`config.mk`:
```
export PLATFORM = sky130hd
export DESIGN_NAME = uart_resp_framer
export DESIGN_NICKNAME = d
export VERILOG_FILES = /design/src/rtl/uart_resp_framer.sv
export SDC_FILE = /design/constraint.sdc
export NUM_CORES = 1
export LEC_CHECK = 0
export CAP_MARGIN = 20
export CORE_UTILIZATION = 55
export DETAILED_ROUTE_END_ITERATION = 8
export HOLD_SLACK_MARGIN = 0.12
export PLACE_DENSITY = 0.76
export SYNTH_ARGS = -nofsm -noshare
export SYNTH_HDL_FRONTEND = slang
export SYNTH_SLANG_ARGS = --single-unit
```
`constraint.sdc`:
```
create_clock -name clk -period 2.8 [get_ports clk]
set_input_delay 0.56 -clock clk [delete_from_list [all_inputs] [get_ports clk]]
set_output_delay 0.56 -clock clk [all_outputs]
set_load 0.01 [all_outputs]
```
`src/rtl/uart_resp_framer.sv`:
```
// Response framer: drains the read-back FIFO and sends each PAYLOAD_LEN-byte group to the
// UART as HDR0, HDR1, LEN, payload, CSUM with one send/done handshake per byte.
module uart_resp_framer #(
   parameter int unsigned PAYLOAD_LEN = 4,
   parameter logic [7:0]  HDR0        = 8'h55,
   parameter logic [7:0]  HDR1        = 8'hAA,
   parameter int unsigned TIMEOUT     = 5000
) (
   input  logic       clk,
   input  logic       rst,
   input  logic       rfifo_empty,
   output logic       rfifo_rd_en,
   input  logic [7:0] rfifo_rd_data,
   output logic       tx_send_en,
   output logic [7:0] tx_data,
   input  logic       tx_done,
   output logic       frame_done,
   output logic       underrun,
   output logic [7:0] frame_cnt
);

   localparam int unsigned    WCW  = $clog2(TIMEOUT + 1);
   localparam logic [7:0]     LEN  = 8'(PAYLOAD_LEN);
   localparam logic [7:0]     LAST = 8'(PAYLOAD_LEN - 1);
   localparam logic [WCW-1:0] TO_W = WCW'(TIMEOUT);

   typedef enum logic [2:0] {S_IDLE, S_SEND, S_WAIT, S_FETCH, S_CAPT} state_t;
   typedef enum logic [2:0] {B_HDR0, B_HDR1, B_LEN, B_PAY, B_CSUM} byte_t;

   state_t         r_state, w_state;
   byte_t          r_phase, w_phase;
   logic [7:0]     r_pay_cnt, w_pay_cnt;
   logic [WCW-1:0] r_wait_cnt, w_wait_cnt;
   logic [7:0]     r_csum, w_csum;
   logic           r_under, w_under;
   logic           r_send, w_send;
   logic [7:0]     r_data, w_data;
   logic           r_fdone, w_fdone;
   logic           r_urun, w_urun;
   logic [7:0]     r_fcnt, w_fcnt;

   assign rfifo_rd_en = (r_state == S_FETCH) && !rfifo_empty;
   assign tx_send_en  = r_send;
   assign tx_data     = r_data;
   assign frame_done  = r_fdone;
   assign underrun    = r_urun;
   assign frame_cnt   = r_fcnt;

   always_ff @(posedge clk) begin
      if (rst) begin
         r_state    <= S_IDLE;
         r_phase    <= B_HDR0;
         r_pay_cnt  <= '0;
         r_wait_cnt <= '0;
         r_csum     <= '0;
         r_under    <= 1'b0;
         r_send     <= 1'b0;
         r_data     <= '0;
         r_fdone    <= 1'b0;
         r_urun     <= 1'b0;
         r_fcnt     <= '0;
      end else begin
         r_state    <= w_state;
         r_phase    <= w_phase;
         r_pay_cnt  <= w_pay_cnt;
         r_wait_cnt <= w_wait_cnt;
         r_csum     <= w_csum;
         r_under    <= w_under;
         r_send     <= w_send;
         r_data     <= w_data;
         r_fdone    <= w_fdone;
         r_urun     <= w_urun;
         r_fcnt     <= w_fcnt;
      end
   end

   // Every transition into SEND also loads the byte, so tx_send_en is registered with it.
   always_comb begin
      w_state    = r_state;
      w_phase    = r_phase;
      w_pay_cnt  = r_pay_cnt;
      w_wait_cnt = r_wait_cnt;
      w_csum     = r_csum;
      w_under    = r_under;
      w_send     = 1'b0;
      w_data     = r_data;
      w_fdone    = 1'b0;
      w_urun     = 1'b0;
      w_fcnt     = r_fcnt;
      case (r_state)
         S_IDLE: begin
            if (!rfifo_empty) begin
               w_state   = S_SEND;
               w_phase   = B_HDR0;
               w_send    = 1'b1;
               w_data    = HDR0;
               w_pay_cnt = '0;
               w_csum    = '0;
               w_under   = 1'b0;
            end
         end
         S_SEND: w_state = S_WAIT;
         S_WAIT: begin
            if (tx_done) begin
               case (r_phase)
                  B_HDR0: begin
                     w_state = S_SEND;
                     w_phase = B_HDR1;
                     w_send  = 1'b1;
                     w_data  = HDR1;
                  end
                  B_HDR1: begin
                     w_state = S_SEND;
                     w_phase = B_LEN;
                     w_send  = 1'b1;
                     w_data  = LEN;
                  end
                  B_LEN: begin
                     w_state    = S_FETCH;
                     w_phase    = B_PAY;
                     w_wait_cnt = '0;
                  end
                  B_PAY: begin
                     if (r_pay_cnt == LAST) begin
                        w_state = S_SEND;
                        w_phase = B_CSUM;
                        w_send  = 1'b1;
                        w_data  = r_csum + LEN;
                     end else begin
                        w_state    = S_FETCH;
                        w_pay_cnt  = r_pay_cnt + 8'd1;
                        w_wait_cnt = '0;
                     end
                  end
                  B_CSUM: begin
                     w_state = S_IDLE;
                     w_fdone = 1'b1;
                     w_urun  = r_under;
                     w_fcnt  = r_fcnt + 8'd1;
                  end
                  default: w_state = S_IDLE;
               endcase
            end
         end
         S_FETCH: begin
            if (!rfifo_empty) begin
               w_state = S_CAPT;
            end else if (r_wait_cnt >= TO_W) begin
               w_state = S_SEND;
               w_send  = 1'b1;
               w_data  = '0;
               w_under = 1'b1;
            end else begin
               w_wait_cnt = r_wait_cnt + WCW'(1);
            end
         end
         S_CAPT: begin
            w_state = S_SEND;
            w_send  = 1'b1;
            w_data  = rfifo_rd_data;
            w_csum  = r_csum + rfifo_rd_data;
         end
         default: w_state = S_IDLE;
      endcase
   end

endmodule

```
### Word-level counts from Yosys, hierarchy flattened

Index checks and enable logic that the tools add are counted.

| storage, ports and cells | value |
|---|---|
| output and inout port bits | 20 |
| bits of input ports | 12 |
| logic and storage cells | 105 |
| bits in registers | 55 |

| operators by class | value |
|---|---|
| reduce and logical (&&, ||, !) cells | 20 |
| $lt $le $gt $ge | 1 |
| bitwise operators | 3 |
| $add $sub $neg | 5 |
| eq/ne operators | 22 |
| muxes and demuxes | 43 |

Operator list:

| cell | number |
|---|---|
| 8-bit two-way mux | 9 |
| 13-bit two-way mux | 4 |
| 13-bit case mux with 2 select lines | 2 |
| 8-bit case mux with 2 select lines | 2 |
| 8-bit case mux with 4 select lines | 1 |
| 8-bit case mux with 3 select lines | 1 |
| 3-bit two-way mux | 7 |
| 8-bit by 1-bit adder with 8-bit output, second input constant | 2 |
| 3-bit case mux with 5 select lines | 1 |
| 13-bit by 1-bit adder with 13-bit output, second input constant | 1 |
| 13-bit >= comparator, second input constant | 1 |
| 3-bit by 2-bit == test with 1-bit output, second input constant | 4 |
| 2-bit inequality test, second input constant | 6 |
| 3-bit case mux with 4 select lines | 1 |
| 5-bit AND reduction | 2 |
| 1-bit two-way mux | 9 |
| 8-bit by 3-bit adder with 8-bit output, second input constant | 1 |
| 8-bit adder | 1 |
| 8-bit by 2-bit == test with 1-bit output, second input constant | 1 |
| 2-bit nonzero test | 4 |
| 7-bit AND reduction | 1 |
| 3-bit by 1-bit == test with 1-bit output, second input constant | 2 |
| 3-bit == test, second input constant | 2 |
| 3-bit logical NOT | 2 |
| 21 further kinds | 27 |

### Logic depth before layout (Yosys ltp)

| depth | value |
|---|---|
| depth in word-level cells | 5 |
| gate-level depth with buffers | 8 |

### Least setup slack after synthesis

OpenSTA, ideal clock, no wires.

| timing path | value |
|---|---|
| path type | input port to flip-flop |
| start point | in rfifo_empty |
| end point | reg r_pay_cnt[7] |
| path slack | 0.608 ns |
| arrival | 2.123 ns |
| stages | 7 |
| buffers on the path | 1 |
| cell sequence | buf_2 > or2_1 > a211oi_2 > a21boi_4 > nand3_1 > or3_1 > a21oi_1 |

| between the ends | value |
|---|---|
| cells in the longest elaborated chain, start to end | 2 |

RTL lines:

| what | RTL line | text |
|---|---|---|
| from (decl) | 11 | `input logic rfifo_empty,` |
| 2-bit inequality test (no line) | - |  |
| 5-bit AND reduction (no line) | - |  |
| to (signal assigned) | 65 | `r_pay_cnt <= w_pay_cnt;` |
| to (decl) | 32 | `logic [7:0] r_pay_cnt, w_pay_cnt;` |

Every way passes these cells.
A chain may end at the register's enable or synchronous reset.

### Final worst setup path

| timing path | value |
|---|---|
| start point | reg r_state[0] |
| end point | out rfifo_rd_en |

| between the ends | value |
|---|---|
| cells in the longest elaborated chain, start to end | 2 |

RTL lines:

| what | RTL line | text |
|---|---|---|
| from (decl) | 30 | `state_t r_state, w_state;` |
| from (signal assigned) | 63 | `r_state <= w_state;` |
| 3-bit by 2-bit == test with 1-bit output | 42 | `assign rfifo_rd_en = (r_state == S_FETCH) && !rfifo_empty;` |
| 1-bit logical AND | 42 |  |
| to (decl) | 12 | `output logic rfifo_rd_en,` |

Every way passes these cells.

==> flow_metrics.env <==
export IMPL_cts_tree="yes"
export IMPL_ys_ff_latch=55
export IMPL_hold_path_class="reg -> reg"
export IMPL_firstDrtPassIters=4
export IMPL_status="complete, no violations"
export IMPL_end_kind="output pin"
export IMPL_cts_htree_levels=2
export IMPL_port_buffers=31
export IMPL_synthTopCellsByCount="55 x dfxtp_1, 37 x nor2_1, 28 x a21oi_1"
export IMPL_maxSlewHeadroom_pct=54.2
export IMPL_grt_max_degree=28
export IMPL_rr_endpoint="tx_data[0]"
export IMPL_cap_violations=0
export IMPL_regArea_um2=1100
export IMPL_rows=26
export IMPL_path_clk_slew_ns=0.11
export IMPL_clockBufferDepth=2
export IMPL_drive_above_1_share_pct=8.23
export IMPL_drtAntennaViolNets=0
export IMPL_vias=2656
export IMPL_fin_ws_ns=0.205
export IMPL_fin_area_um2=3510
export IMPL_skew_ns=0.00528
export IMPL_power_switching_mw=0.495
export IMPL_synth_top_area_share_pct=37.0
export IMPL_critPathRequiredTime_ns=2.24
export IMPL_share_comb_of_total_power_pct=21.0
export IMPL_peakVddDrop_mv=0.284
export IMPL_syn_area_per_cell_um2=8.50
export IMPL_crit_fanout=15
export IMPL_total_power_mw=1.66
export IMPL_clock_latency_ns=0.31
export IMPL_wire_per_inst_um=14.3
export IMPL_first_global_vias=2382
export IMPL_start_util_pct=57.5
export IMPL_fin_crit_sh_pct=92.7
export IMPL_ys_top_cells_by_area="dfxtp_1 37%, ha_1 5.0%, a21oi_1 4.7%, nor2_1 4.7%, xor2_1 4.4%"
export IMPL_setup_violations=0
export IMPL_path_class="reg -> out"
export IMPL_seq_power_share_pct=51.2
export IMPL_vias_per_cell=5.79
export IMPL_fmax_mhz=385
export IMPL_holdPathStages=2
export IMPL_post_route_drc_count=0
export IMPL_drtIter0Drc=115
export IMPL_leakagePower_nw=1.34
export IMPL_grt_pass1_wl_um=10700
export IMPL_r2r_slack_ns=0.41
export IMPL_cp_top_family="flip-flops"
export IMPL_rr_startpoint="r_pay_cnt[0]"
export IMPL_synthMostInstantiatedCell="dfxtp_1"
export IMPL_numCtsBuffers=5
export IMPL_die_h_um=75.6
export IMPL_setup_tns_ns=0
export IMPL_hold_viol=0
export IMPL_fillCellCount=445
export IMPL_final_nets=413
export IMPL_fp_coreArea_um2=5170
export IMPL_syn_nets=375
export IMPL_power_density_nw_per_um2=473
export IMPL_diodes=0
export IMPL_die_area_um2=5710
export IMPL_gp_congestion=0.839
export IMPL_slowest_delay_ns=0.67
export IMPL_cts_resized=0
export IMPL_crit_buf_inv=1
export IMPL_tightest_slew_ns=0.682
export IMPL_ys_types=59
export IMPL_synthCells=350
export IMPL_slowest_stage="dfxtp_1"
export IMPL_track_usage_pct=24.4
export IMPL_holdPathEnd="tx_data[2]"
export IMPL_swShare_pct=29.8
export IMPL_cts_setup_buffers=0
export IMPL_p_int_mw=1.17
export IMPL_clock_power_share_pct=27.8
export IMPL_fp_dieW_um=75.6
export IMPL_start_kind="flip-flop"
export IMPL_seq_area_frac_synth_pct=37.0
export IMPL_synth_area_leader_cell="dfxtp_1"
export IMPL_clock_sinks=55
export IMPL_setup_worst_path_start="r_state[0]"
export IMPL_synth_cell_area_um2=2980
export IMPL_grt_antenna_before_repair=0
export IMPL_multi_input_area_um2=1780
export IMPL_cts_hold_buf=0
export IMPL_synth_edf_count=0
export IMPL_root_buffer="clkbuf_8"
export IMPL_overflow=0
export IMPL_synth_flop_cell="dfxtp_1"
export IMPL_dpl_hpwl_um=4900
export IMPL_path_cells="nand2_1 -> nor2_1 -> clkdlybuf4s50_1"
export IMPL_placed_area_um2=3420
export IMPL_synthToLayoutAreaGrowth_pct=18.0
export IMPL_pre_cts_slack_ns=0.0700
export IMPL_rsz0062_at_grt="false"
export IMPL_r2r_cells=7
export IMPL_async_flop_share_pct=0
export IMPL_drt_wl_total_um=6550
export IMPL_yosysWarnings=0
export IMPL_cp_arrival_ns=2.03
export IMPL_ios=32
export IMPL_hold_path_startpoint="tx_data[2]"
export IMPL_maxSlewViolCount=0
export IMPL_fin_crit_ns=2.59
cell families after synthesis:
family                     after synthesis  synth area share (%)
and+or+nand+nor                        144                  25.8
AOI/OAI and AO/OA                       87                  19.8
DFF                                     55                  37.0
buffers and inverters                   23                  3.11
xor gates and xnor gates                22                  6.48
adders and majority gates               13                  5.72
muxes                                    6                  2.02
layout make-up:
type                            instances  share of cell area [%]
Tap cell                               70                    2.49
Clock buffer                            5                    1.96
Sequential cell                        55                    31.4
Multi-Input combinational cell        272                    50.7
Timing Repair Buffer                   44                    11.6
Inverter                               10                    1.07
Clock inverter                          3                   0.784
worst max path at each step:
stage               cells after the start            to  slack, ns
floorplan                               7  r_pay_cnt[7]       0.61
global placement                        8     r_csum[7]       0.16
detailed placement                      8     r_csum[7]       0.07
CTS                                     3   rfifo_rd_en       0.21
global route                            3   rfifo_rd_en       0.09
finish                                  3   rfifo_rd_en       0.21
power by group through the flow:
| stage | combinational (mW) | sequential, mW | clock, mW |
|---|---|---|---|
| after floorplan | 0.221 | 0.862 | 0 |
| after global placement | 0.343 | 0.869 | 0 |
| after detailed placement | 0.347 | 0.870 | 0 |
| after CTS | 0.348 | 0.851 | 0.480 |
| after global routing | 0.382 | 0.857 | 0.504 |
| final | 0.349 | 0.851 | 0.462 |
per-stage QoR:
stage	hold WS, ns	utilization (%)	cells
finish	0.468	67.9	459
detailed placement	0.459	66.0	451
floorplan	0.443	-	350
global placement	0.454	66.0	451
CTS	0.473	67.9	459
global route	0.497	67.9	459
sequential cells by signal (all words and copies together) (netlist names):
name	cells
r_wait_cnt	13
frame_cnt	8
r_csum	8
r_pay_cnt	8
tx_data	8
r_phase	3
r_state	3
frame_done	1
r_under	1
tx_send_en	1
underrun	1
worst register-to-register path, stage by stage, from the launching register on:
cell	delay, ns
dfxtp_1	0.43
ha_1	0.25
nor4b_4	0.32
a21o_4	0.20
nor2_1	0.04
or4_4	0.59
or3_1	0.40
a21oi_1	0.12
cell usage in the layout (no fill, tap or decap), drive strengths merged, types with 12 or more instances in the layout:
cell	synthesis	layout
a21oi	28	28
buf	5	13
clkdlybuf4s50	0	31
dfxtp	55	55
ha	12	12
nand2	26	26
nand3	16	16
nor2	37	37
o21ai	12	12
xor2	15	15
routing by layer:
| metal | GRT usage (%) | wire length [um] | vias to the layer above |
|---|---|---|---|
| li1 | - | - | 1353 |
| met1 | 32.6 | 3050 | 1245 |
| met2 | 41.2 | 3180 | 52 |
| met3 | 3.97 | 257 | 6 |
| met4 | 6.58 | 57 | 0 |
| met5 | 0 | 0 | - |
No activity file was read; power rests on OpenSTA's default activity.
==> variant: new RTL, config.mk and constraints unchanged <==
Change the parameter `HDR1` from 8'hAA to 8'h55.
--- a/src/rtl/uart_resp_framer.sv
+++ b/src/rtl/uart_resp_framer.sv
@@ -5,3 +5,3 @@
    parameter logic [7:0]  HDR0        = 8'h55,
-   parameter logic [7:0]  HDR1        = 8'hAA,
+   parameter logic [7:0]  HDR1        = 8'h55,
    parameter int unsigned TIMEOUT     = 5000
Function: changed (Yosys sat finds a counterexample within 4 cycles, from zero or initial values and one cycle with rst high).
==> variant against the unedited design <==
Highest routed layer unchanged; sequential cell count unchanged; count of clock-buffer cells in the layout unchanged; wire length up 0.46%; cell area down 0.64%; global-route usage about the same; worst setup slack better by 59 ps; power up 3.1%; area after synthesis up 0.76%.
==> variant: results (changes against the unedited design) <==
Max Buffers Root-to-Sink 2 (unchanged); GR Util All Layers 24.48% (was 24.45%); sequential element share of the synthesized area 36.73% (was 37.01%); clk slew on worst S/H paths 110 ps (about the same); GPL Wtd Cong 0.8319 (was 0.8391); synth unique cells 62 (was 59); Gate Count Post-Synth 348 (was 350); Rel. slew slack 60.47% (was 54.20%); fin nets 404 (was 413); pin count of the biggest net entering global routing 31 (was 28); Synth top cells by count 55 x dfxtp_1, 48 x nor2_1, 24 x a21oi_1, 21 x nand2_1, 15 x xor2_1 (was 55 x dfxtp_1, 37 x nor2_1, 28 x a21oi_1, 26 x nand2_1, 16 x nand3_1); status finished, final reports clean (unchanged); async set-or-reset flop fraction in the synthesized netlist 0% (unchanged); vias in the first global route 2341 (was 2382); maximum vdd ir drop 323.8 uV (was 284.4 uV); hpwl dp 4.760 mm (was 4.897 mm); top post-synthesis cells by area dfxtp_1 37%, nor2_1 6.0%, ha_1 5.0% (was dfxtp_1 37%, ha_1 5.0%, a21oi_1 4.7%); worst stage delay on the critical path 670 ps (about the same); hold crit path type flip-flop to flip-flop (unchanged); # port buffers 31 (unchanged); CTS H-Tree Depth 2 (unchanged); Syn. warnings 0 (unchanged); Fill cells 450 (was 445); Biggest register r_wait_cnt (unchanged); Antenna diodes 0 (unchanged); post-CTS setup buffer count 0 (unchanged); cts hold-fix bufs 0 (unchanged); CTS root buf clkbuf_8 (unchanged); max FFs per register 13 (unchanged); Post-CTS Resized 0 (unchanged); critical path arrival 1980 ps (was 2030 ps); antenna violations before repair 0 (unchanged); DR WL/cell 14.62 um (was 14.27 um); initial DRC count 172 (was 115); Inst Count DP 442 (was 451); post-route insts no fill 450 (was 459); Worst-Skew Late Latency about 320 ps; Mapped Nets 373 (was 375); Fin Clk Skew 14.87 ps (was 5.283 ps); share of layout cells above drive strength 1 7.105% (was 8.226%); first-pass GRT wire length 10.69 mm (was 10.73 mm); EDFF count, synth 0 (unchanged); Detailed Routing Iterations Pass 1 4 (unchanged); Leak 1.245 nW (was 1.339 nW); CTS Buf Count 5 (unchanged); crit-path leading delay family flip-flops (unchanged); crit path max fanout 17 (was 15); Final Hold Viols 0 (unchanged); Main synth FF type dfxtp_1 (unchanged); CP max stage cell dfxtp_1 (unchanged); Remaining DRCs 0 (unchanged); Vias 2651 (was 2656)
[variant: cell types whose count changed in the layout (fill, tap and decap cells not counted), sizes merged, moves of 5 or more]
cell	before	now
buf	13	8
or3	11	6
and2	3	9
a31oi	11	5
nand2b	3	9
nor2	37	48
and3	11	4
[variant: area by class of cell]
| class | instances | area, sq um | area share (%) |
|---|---|---|---|
| Clock buffer | 5 | 68.82 | 1.972 |
| Timing Repair Buffer | 39 | 370.4 | 10.61 |
| Inverter | 9 | 33.78 | 0.9681 |
| Multi-Input combinational cell | 269 | 1780 | 51.02 |
| Sequential cell | 55 | 1101 | 31.55 |
| Tap cell | 70 | 87.58 | 2.510 |
| Clock inverter | 3 | 47.55 | 1.362 |
[variant: power by group]
group	internal (mW)	total, mW	leakage, nW	switching (mW)
clock	0.272	0.549	0.0587	0.278
combinational	0.148	0.315	0.741	0.167
sequential	0.816	0.850	0.446	0.0346
total	1.23	1.71	1.25	0.479
[variant: final timing paths]
path / start / end / slack, ps / cells after the start
setup reg to reg: r_pay_cnt[0] / r_wait_cnt[10] / 480 / 7
hold / removal: r_under / underrun / 470 / 1
setup / recovery: r_state[0] / rfifo_rd_en / 260 / 3
hold reg to reg: r_under / underrun / 470 / 1
[variant: layer usage]
layer	routed length [um]	track usage, %	part of all wire (%)
met1	3057	33.01	46
met2	3122	39.43	47
met3	304	4.233	4.6
met4	93	8.436	1.4
met5	0	0	0
[variant: cell families after synthesis]
group                    after synthesis  synth area share (%)
adder cells (fa/ha/maj)               13                 5.676
buffers and inverters                 24                 3.881
AO/OA/AOI/OAI                         89                 21.33
AND/OR/NAND/NOR                      142                 24.92
multiplexers                           4                 1.336
flip-flops                            55                 36.73
XOR/XNOR                              21                 6.135
[variant: through the flow]
stage	worst slack (ps)	cell area, sq um
CTS	274.9	3490
detailed placement	97.04	3373
global route	149.2	3490
floorplan	713.8	2998
global placement	192.9	3373
finish	264.6	3490
